**src/rtl/lcd1602_ctrlmod.sv**
```systemverilog
// LCD1602 upstream sequencer: powers up, sends the HD44780 init commands,
// then refreshes both display lines from a 32-byte host-writable buffer,
// one byte per call/done handshake with the byte-writer.
module lcd1602_ctrlmod #(
    parameter int unsigned POWERUP_DELAY = 1000,
    parameter int unsigned REFRESH_GAP   = 100,
    parameter logic [7:0]  FUNC_SET      = 8'h38,
    parameter logic [7:0]  DISP_CTRL     = 8'h0C,
    parameter logic [7:0]  ENTRY_MODE    = 8'h06,
    parameter logic [7:0]  CLEAR_CMD     = 8'h01
) (
    input  logic       CLOCK,
    input  logic       RST_n,
    output logic       oCall,
    output logic       oRS,
    output logic [7:0] oDATA,
    input  logic       iDone,
    input  logic       iWrEn,
    input  logic [4:0] iWrAddr,
    input  logic [7:0] iWrData,
    output logic       oReady,
    output logic       oFrame
);

    localparam logic [19:0] PWR_CNT = 20'(POWERUP_DELAY);
    localparam logic [19:0] GAP_CNT = 20'(REFRESH_GAP);

    typedef enum logic [2:0] {PWR_WAIT, INIT, ADDR1, LINE1, ADDR2, LINE2, GAP} state_t;

    state_t      r_state, w_state_nxt;
    logic [19:0] r_cnt, w_cnt_nxt;
    logic [4:0]  r_idx, w_idx_nxt;
    logic        r_call, w_call_nxt;
    logic        r_rs, w_rs_nxt;
    logic [7:0]  r_data, w_data_nxt;
    logic        r_ready, w_ready_nxt;
    logic        r_frame, w_frame_nxt;
    logic        w_go;
    logic [7:0]  r_buf [32];

    // Character buffer: all spaces after reset, host writes commit on the clock edge
    always_ff @(posedge CLOCK or negedge RST_n) begin
        if (!RST_n) begin
            for (int i = 0; i < 32; i++) r_buf[i] <= 8'h20;
        end else if (iWrEn) begin
            r_buf[iWrAddr] <= iWrData;
        end
    end

    // Sequencer state and registered handshake outputs
    always_ff @(posedge CLOCK or negedge RST_n) begin
        if (!RST_n) begin
            r_state <= PWR_WAIT;
            r_cnt   <= '0;
            r_idx   <= '0;
            r_call  <= 1'b0;
            r_rs    <= 1'b0;
            r_data  <= '0;
            r_ready <= 1'b0;
            r_frame <= 1'b0;
        end else begin
            r_state <= w_state_nxt;
            r_cnt   <= w_cnt_nxt;
            r_idx   <= w_idx_nxt;
            r_call  <= w_call_nxt;
            r_rs    <= w_rs_nxt;
            r_data  <= w_data_nxt;
            r_ready <= w_ready_nxt;
            r_frame <= w_frame_nxt;
        end
    end

    // Next state; a byte is launched (w_go) on the edge after a wait expires or
    // one cycle after the previous iDone, so oCall always drops for a cycle.
    // The buffer is read combinationally at launch, so a same-edge host write
    // is not seen until the next refresh.
    always_comb begin
        w_state_nxt = r_state;
        w_cnt_nxt   = r_cnt;
        w_idx_nxt   = r_idx;
        w_call_nxt  = r_call;
        w_rs_nxt    = r_rs;
        w_data_nxt  = r_data;
        w_ready_nxt = r_ready;
        w_frame_nxt = 1'b0;
        w_go        = 1'b0;
        case (r_state)
            PWR_WAIT: begin
                if (r_cnt >= PWR_CNT) begin
                    w_state_nxt = INIT;
                    w_cnt_nxt   = '0;
                    w_go        = 1'b1;
                end else begin
                    w_cnt_nxt = r_cnt + 20'd1;
                end
            end
            GAP: begin
                if (r_cnt >= GAP_CNT) begin
                    w_state_nxt = ADDR1;
                    w_cnt_nxt   = '0;
                    w_go        = 1'b1;
                end else begin
                    w_cnt_nxt = r_cnt + 20'd1;
                end
            end
            default: begin
                if (!r_call) begin
                    w_go = 1'b1;
                end else if (iDone) begin
                    w_call_nxt = 1'b0;
                    case (r_state)
                        INIT: begin
                            if (r_idx == 5'd3) begin
                                w_ready_nxt = 1'b1;
                                w_state_nxt = ADDR1;
                                w_idx_nxt   = '0;
                            end else begin
                                w_idx_nxt = r_idx + 5'd1;
                            end
                        end
                        ADDR1: begin
                            w_state_nxt = LINE1;
                            w_idx_nxt   = '0;
                        end
                        LINE1: begin
                            w_idx_nxt = r_idx + 5'd1;
                            if (r_idx == 5'd15) w_state_nxt = ADDR2;
                        end
                        ADDR2: w_state_nxt = LINE2;
                        LINE2: begin
                            w_idx_nxt = r_idx + 5'd1;  // 31 wraps to 0
                            if (r_idx == 5'd31) begin
                                w_frame_nxt = 1'b1;
                                w_state_nxt = GAP;
                                w_cnt_nxt   = '0;
                            end
                        end
                        default: ;
                    endcase
                end
            end
        endcase
        if (w_go) begin
            w_call_nxt = 1'b1;
            case (w_state_nxt)
                INIT: begin
                    w_rs_nxt = 1'b0;
                    case (w_idx_nxt[1:0])
                        2'd0:    w_data_nxt = FUNC_SET;
                        2'd1:    w_data_nxt = DISP_CTRL;
                        2'd2:    w_data_nxt = ENTRY_MODE;
                        default: w_data_nxt = CLEAR_CMD;
                    endcase
                end
                ADDR1: begin
                    w_rs_nxt   = 1'b0;
                    w_data_nxt = 8'h80;
                end
                ADDR2: begin
                    w_rs_nxt   = 1'b0;
                    w_data_nxt = 8'hC0;
                end
                default: begin
                    w_rs_nxt   = 1'b1;
                    w_data_nxt = r_buf[w_idx_nxt];
                end
            endcase
        end
    end

    assign oCall  = r_call;
    assign oRS    = r_rs;
    assign oDATA  = r_data;
    assign oReady = r_ready;
    assign oFrame = r_frame;

endmodule
```
**config.mk**
```make
export PLATFORM = sky130hd
export DESIGN_NAME = lcd1602_ctrlmod
export DESIGN_NICKNAME = d
export VERILOG_FILES = /design/src/rtl/lcd1602_ctrlmod.sv
export SDC_FILE = /design/constraint.sdc
export NUM_CORES = 1
export LEC_CHECK = 0
export BUFFER_PORTS_ARGS = -buffer_cell sky130_fd_sc_hd__buf_2
export CAP_MARGIN = 20
export CORE_MARGIN = 2
export CORE_UTILIZATION = 57
export DETAILED_ROUTE_END_ITERATION = 10
export PLACE_DENSITY = 0.76
export SLEW_MARGIN = 10
export SYNTH_ARGS = -nofsm -noshare
export SYNTH_HDL_FRONTEND = slang
export SYNTH_SLANG_ARGS = --single-unit
```
**constraint.sdc**
```tcl
create_clock -name CLOCK -period 2.9 [get_ports CLOCK]
set_input_delay 0.145 -clock CLOCK [delete_from_list [all_inputs] [get_ports CLOCK]]
set_output_delay 0.145 -clock CLOCK [all_outputs]
set_load 0.005 [all_outputs]
```
==> impl_metrics.json, run 1 <==
{
  "status": "finished clean",
  "power.total_mw": 13.5,
  "syn_to_final_growth_pct": 18.0,
  "period_share_pct": 98.5,
  "maxSlewHeadroom_pct": 35.5,
  "drc": 0,
  "fin_util_pct": 68.5,
  "wirelength_um": 38300,
  "finalMaxSlewViolations": 0,
  "antenna_found_initial": 2,
  "cap_violations": 0,
  "critPathLaunchType": "flip-flop",
  "grt_first_pass_wirelength_um": 59400,
  "synth-seq-cells": 296,
  "drt-pass1-iter-count": 5,
  "regArea_mm2": 0.00745,
  "hold_viol_final": 0,
  "tightest_slew_ns": 0.964,
  "ys_top_cells_by_area": "dfrtp_1 47%, mux2_2 20%, dfstp_2 5.9%",
  "multi_input_area_mm2": 0.00653,
  "synth_edf_count": 0,
  "crit_arrival_ns": 3.30,
  "initial_core_util_pct": 58.1,
  "synth_top_area_cell": "dfrtp_1",
  "die_h_um": 162,
  "drive_above_1_share_pct": 38.8,
  "fillCellCount": 1764,
  "htreeDepth": 1,
  "powerDensity_mw_per_mm2": 809,
  "dpl-instance-area_mm2": 0.0152,
  "crit_type": "flip-flop to flip-flop",
  "holdWs_ns": 0.0981,
  "ys_warn_count": 0,
  "synth_cell_types": 76,
  "ioPinCount": 29,
  "end_kind": "flip-flop",
  "p_leak_nw": 7.45,
  "worst_hold_startpoint": "iDone",
  "synth_cells": 1249,
  "grt_pass1_vias": 10600,
  "port_buffers": 28,
  "grt-ovfl-total": 0,
  "worst-path-max-fanout": 20,
  "syn_area_per_cell_um2": 11.3,
  "clock_path_buffers": 3,
  "clock_sinks": 296,
  "dieArea_mm2": 0.0261,
  "stdcell_count": 1689,
  "rsz0062_at_grt": "yes",
  "startpoint": "r_idx[1]",
  "required_ns": 3.35,
  "first_iter_violations": 984,
  "synthesis.area_mm2": 0.0142,
  "numCtsBuffers": 31,
  "wl_per_cell_um": 22.7,
  "die_x_um": 162,
  "gp_congestion": 0.993,
  "hpwlAfterDp_um": 25100,
  "tns_ns": 0,
  "final_common_cell": "dfrtp_1",
  "coreArea_mm2": 0.0244,
  "dpl_worst_slack_ns": -0.0559,
  "seq_area_frac_synth_pct": 52.6,
  "clk_pin_slew_worst_paths_ns": 0.06,
  "n_antenna_cell": 0,
  "yosys.area.top_type_share_pct": 46.6,
  "layout_setup_ws_ns": 0.0440,
  "dr_total_vias": 10600,
  "timing.rr.start": "r_idx[1]",
  "ant_nets": 0,
  "fin_skew_ns": 0.0116,
  "final_cell_mix": "264 x dfrtp_1, 256 x mux2_2, 211 x nand2_1",
  "synth-async-reset-ratio_pct": 100,
  "clk_latency_ns": 0.56,
  "fmax_mhz": 350,
  "setup_viol": 0,
  "synth-main-ff-cell": "dfrtp_1",
  "fin_area_mm2": 0.0167,
  "syn_nets": 1276,
  "dp.cells": 1614,
  "vdd_ir_drop_max_v": 0.000558,
  "grt_max_degree": 93,
  "track_usage_pct": 29.0,
  "period_minus_slack_ns": 2.86,
  "nets": 1367,
  "clockRootBuffer": "clkbuf_16",
  "min_path_type": "primary input to flip-flop",
  "vias_per_cell": 6.29,
  "fp-row-count": 57,
  "cts_tree": "done"
}
[sequential cells by signal, summed over array words and instances (netlist names)]
name,flops
oRS,1
r_idx,5
oDATA,8
r_cnt,20
oCall,1
r_buf,256
oFrame,1
oReady,1
r_state,3
[power breakdown]
part	total, mW	leakage [nW]	internal [mW]	switching, mW
sequential	5.44	3.66	4.96	0.474
clock	4.25	0.543	2.59	1.66
combinational	3.83	3.24	1.77	2.06
[final timing paths]
path | end | cells after the start | slack [ns]
max | oDATA[4] | 11 | 0.04
min | oReady | 4 | 0.1
max reg2reg | oDATA[4] | 11 | 0.04
min reg2reg | oReady | 1 | 0.48
max in group asynchronous | r_buf[85] | 3 | 1.71
min in group asynchronous | r_cnt[10] | 2 | 0.18
[area by class of cell]
| class | instances | area share (%) |
|---|---|---|
| Sequential cell | 296 | 44.5 |
| Multi-Input combinational cell | 863 | 39.0 |
| Timing Repair Buffer | 135 | 7.00 |
| Clock buffer | 46 | 5.64 |
| Tap cell | 324 | 2.42 |
| Clock inverter | 12 | 1.03 |
| Inverter | 13 | 0.337 |
[Yosys cell counts (13+ instances only)]
| cell | instances |
|---|---|
| buf_2 | 21 |
| dfrtp_1 | 264 |
| a21oi_1 | 18 |
| nor3_1 | 19 |
| o21ai_0 | 13 |
| clkbuf_1 | 47 |
| nand3_1 | 110 |
| mux2_2 | 256 |
| mux2i_1 | 35 |
| nand2_1 | 211 |
| nor2_1 | 37 |
| dfstp_2 | 32 |
[metal layers]
layer  share of wire (%)  routed length, um  GRT usage [%]
met5               0.034                 13              0
met2                  46              17500           45.3
met4                 4.4               1700           12.4
met1                  42              16200           39.9
met3                 7.3               2810           5.72
[timing repair]
| item | CTS | global route |
|---|---|---|
| gates cloned | 0 | 2 |
| endpoints found under the setup margin | 6 | 8 |
| endpoints found under the hold margin | 82 | 0 |
| buffers inserted | 1 | 13 |
| pin swaps | 2 | 24 |
| gates resized for setup | 2 | 53 |
| hold buffers | 1 | 0 |
[worst max-delay path, cell delays in order, from the launching register on]
cell and delay (ns):
dfrtp_1 0.41, ha_4 0.17, nor4b_4 0.29, a2111oi_2 0.13, a21o_2 0.24, buf_4 0.18
clkbuf_16 0.20, nand2_1 0.08, nand3_1 0.15, a32oi_1 0.29, or4b_4 0.49, o221a_2 0.13
[cells by family after synthesis]
family	share of synthesized area [%]
buffers and inverters	2.73
muxes	22.8
and+or+nand+nor	14.6
AOI/OAI and AO/OA	6.38
xor gates and xnor gates	0.0618
adders and majority gates	0.883
DFF	52.6
(Power assumes the default switching activity.)
==> run 2: changes to the inputs <==
--- a/config.mk
+++ b/config.mk
@@ -11,6 +11,7 @@
 export CORE_UTILIZATION = 57
 export DETAILED_ROUTE_END_ITERATION = 10
 export PLACE_DENSITY = 0.76
+export REMOVE_ABC_BUFFERS = 1
 export SLEW_MARGIN = 10
 export SYNTH_ARGS = -nofsm -noshare
 export SYNTH_HDL_FRONTEND = slang
==> run 2 against run 1 <==
Worst hold slack gained 0.080 ns; global-route usage about the same; critical path depth increased by 1; sequential share of layout area is 0.75 points higher; clock-buffer cell count grew 2; via count down 1.1%; first-iteration DRC count rose by 7.5%; sequential power is essentially flat; final cell count down 1.0%; critical endpoint is now oDATA[1]; clock power decreased by 5.6%; wire length decreased by 1.8%.
==> impl_metrics.json, run 2 (synthesis results as in run 1) <==
{
  "required_ns": 3.34,
  "ant_nets": 0,
  "track_usage_pct": 29.0,
  "hpwlAfterDp_um": 24300,
  "top_register": "r_buf",
  "n_antenna_cell": 0,
  "clockRootBuffer": "clkbuf_16",
  "setup_viol": 0,
  "die_x_um": 162,
  "period_share_pct": 99.2,
  "dr_total_vias": 10500,
  "dieArea_mm2": 0.0261,
  "end_kind": "flip-flop",
  "ioPinCount": 29,
  "maxSlewHeadroom_pct": 36.0,
  "timing.rr.start": "r_idx[1]",
  "drt-pass1-iter-count": 7,
  "nets": 1350,
  "cts_tree": "done",
  "power.share.clock_pct": 30.8,
  "hold_viol_final": 0,
  "r2r_end": "oDATA[1]",
  "wirelength_um": 37600,
  "die_h_um": 162,
  "tightest_slew_ns": 0.957,
  "rrSetupSlack_ns": 0.02,
  "crit_arrival_ns": 3.32,
  "pwr-share-comb_pct": 27.6,
  "worst-path-max-fanout": 29,
  "grt_max_degree": 89,
  "p_seq_share_pct": 41.6,
  "finalMaxSlewViolations": 0,
  "clock_path_buffers": 3,
  "critPathLaunchType": "flip-flop",
  "fin_util_pct": 67.4,
  "grt_first_pass_wirelength_um": 59500,
  "vias_per_cell": 6.29,
  "status": "finished clean",
  "min_path_type": "primary input to async pin",
  "crit_type": "flip-flop to flip-flop",
  "grt-ovfl-total": 0,
  "largest_register_ff_count": 256,
  "cap_violations": 0,
  "drive_above_1_share_pct": 37.4,
  "fin_skew_ns": 0.0163,
  "antenna_found_initial": 1,
  "r2r_cells": 12,
  "numCtsBuffers": 31,
  "fp-row-count": 57,
  "final_cell_mix": "264 x dfrtp_1, 256 x mux2_2, 211 x nand2_1",
  "swShare_pct": 31.3,
  "clk_pin_slew_worst_paths_ns": 0.06,
  "wl_per_cell_um": 22.5,
  "power.total_mw": 13.0,
  "p_int_mw": 8.97,
  "initial_core_util_pct": 58.1,
  "final_common_cell": "dfrtp_1",
  "dp.cells": 1603,
  "fmax_mhz": 348,
  "first_iter_violations": 1058,
  "clock_sinks": 296,
  "syn_to_final_growth_pct": 16.0,
  "switchingPower_mw": 4.08,
  "p_leak_nw": 7.32,
  "period_minus_slack_ns": 2.88,
  "port_buffers": 28,
  "gp_congestion": 0.923,
  "htreeDepth": 1,
  "vdd_ir_drop_max_v": 0.000715,
  "grt_pass1_vias": 10600,
  "rsz0062_at_grt": "yes",
  "stdcell_count": 1672,
  "coreArea_mm2": 0.0244,
  "drc": 0,
  "powerDensity_mw_per_mm2": 793,
  "clk_latency_ns": 0.56
}
-- run 2: changes by cell type in the layout (fill, tap and decap cells not counted), moves of 2 or more --
cell        before  now
nor2_1          36   34
buf_8            3    1
buf_6            5    2
mux2i_2          3    1
clkinvlp_4       3    0
nand3_1        107  109
clkinv_2         4    8
nor2_2           1    4
nand3_2          3    1
buf_4           86   73
clkbuf_1         4    7
mux2i_1         32   34
bufinv_16        4    2
buf_12          10   12
-- run 2: how the worst max path moves through the flow --
| stage | startpoint | to | slack [ns] | cells after the start |
|---|---|---|---|---|
| global route | r_idx[1] | oDATA[1] | -0.06 | 11 |
| detailed placement | r_idx[0] | oDATA[7] | -0.10 | 12 |
| finish | r_idx[1] | oDATA[1] | 0.02 | 12 |
| global placement | r_idx[0] | oDATA[2] | -0.02 | 11 |
| floorplan | r_state[1] | oDATA[4] | -1.50 | 9 |
| CTS | r_idx[1] | oDATA[2] | -0.02 | 11 |
-- run 2: worst max-delay path, cell delays in order, from the launching register on --
cell and delay, ns:
dfrtp_1 0.39, ha_4 0.15, nor4b_4 0.29, a21oi_2 0.14, a32oi_4 0.30, clkinv_4 0.16, buf_12 0.17, buf_12 0.17
nand2_1 0.08, nand3_1 0.09, nand3_1 0.21, a41oi_1 0.21, o32a_1 0.37
-- run 2: routing by layer --
metal / vias up / GRT usage [%] / routed length [um]
met5: - / 0 / 11
met4: 2 / 9.90 / 1270
met3: 99 / 4.60 / 2970
met2: 465 / 46.5 / 17400
met1: 5337 / 40.8 / 16000
li1: 4614 / - / -
-- run 2: stage by stage --
stage,hold WS [ns],cell area (um^2),setup TNS [ns],worst slack [ns]
2_1_floorplan,-0.151,13800,-10.79,-1.50
3_3_place_gp,0.213,15100,-0.0163,-0.0163
3_5_place_dp,0.207,15100,-0.451,-0.104
4_1_cts,0.207,16200,-0.0217,-0.0217
5_1_grt,0.240,16400,-0.205,-0.0598
6_report,0.178,16400,0,0.0223
-- run 2: timing repair --
item	in CTS	in global routing
buffers inserted	2	6
hold buffers	2	0
pin swaps	1	13
gates cloned	0	1
gates resized for setup	10	27
setup endpoints to repair	7	8
hold endpoints to repair	83	0
-- run 2: cell type report --
class / count / area, um^2
clock buffer: 48 / 940
clock inverter: 10 / 104
fill: 1773 / 7950
inverter: 13 / 57.6
multi-input combinational: 863 / 6480
sequential: 296 / 7450
tap: 324 / 405
timing repair buffer: 118 / 1010
-- run 2: power groups by stage --
stage          Clock [mW]  Combinational, mW  Sequential, mW
2_1_floorplan           0               1.99            5.32
6_report             4.01               3.60            5.43
3_3_place_gp            0               3.32            5.43
4_1_cts              4.07               3.44            5.40
3_5_place_dp            0               3.39            5.46
5_1_grt              4.23               3.88            5.50
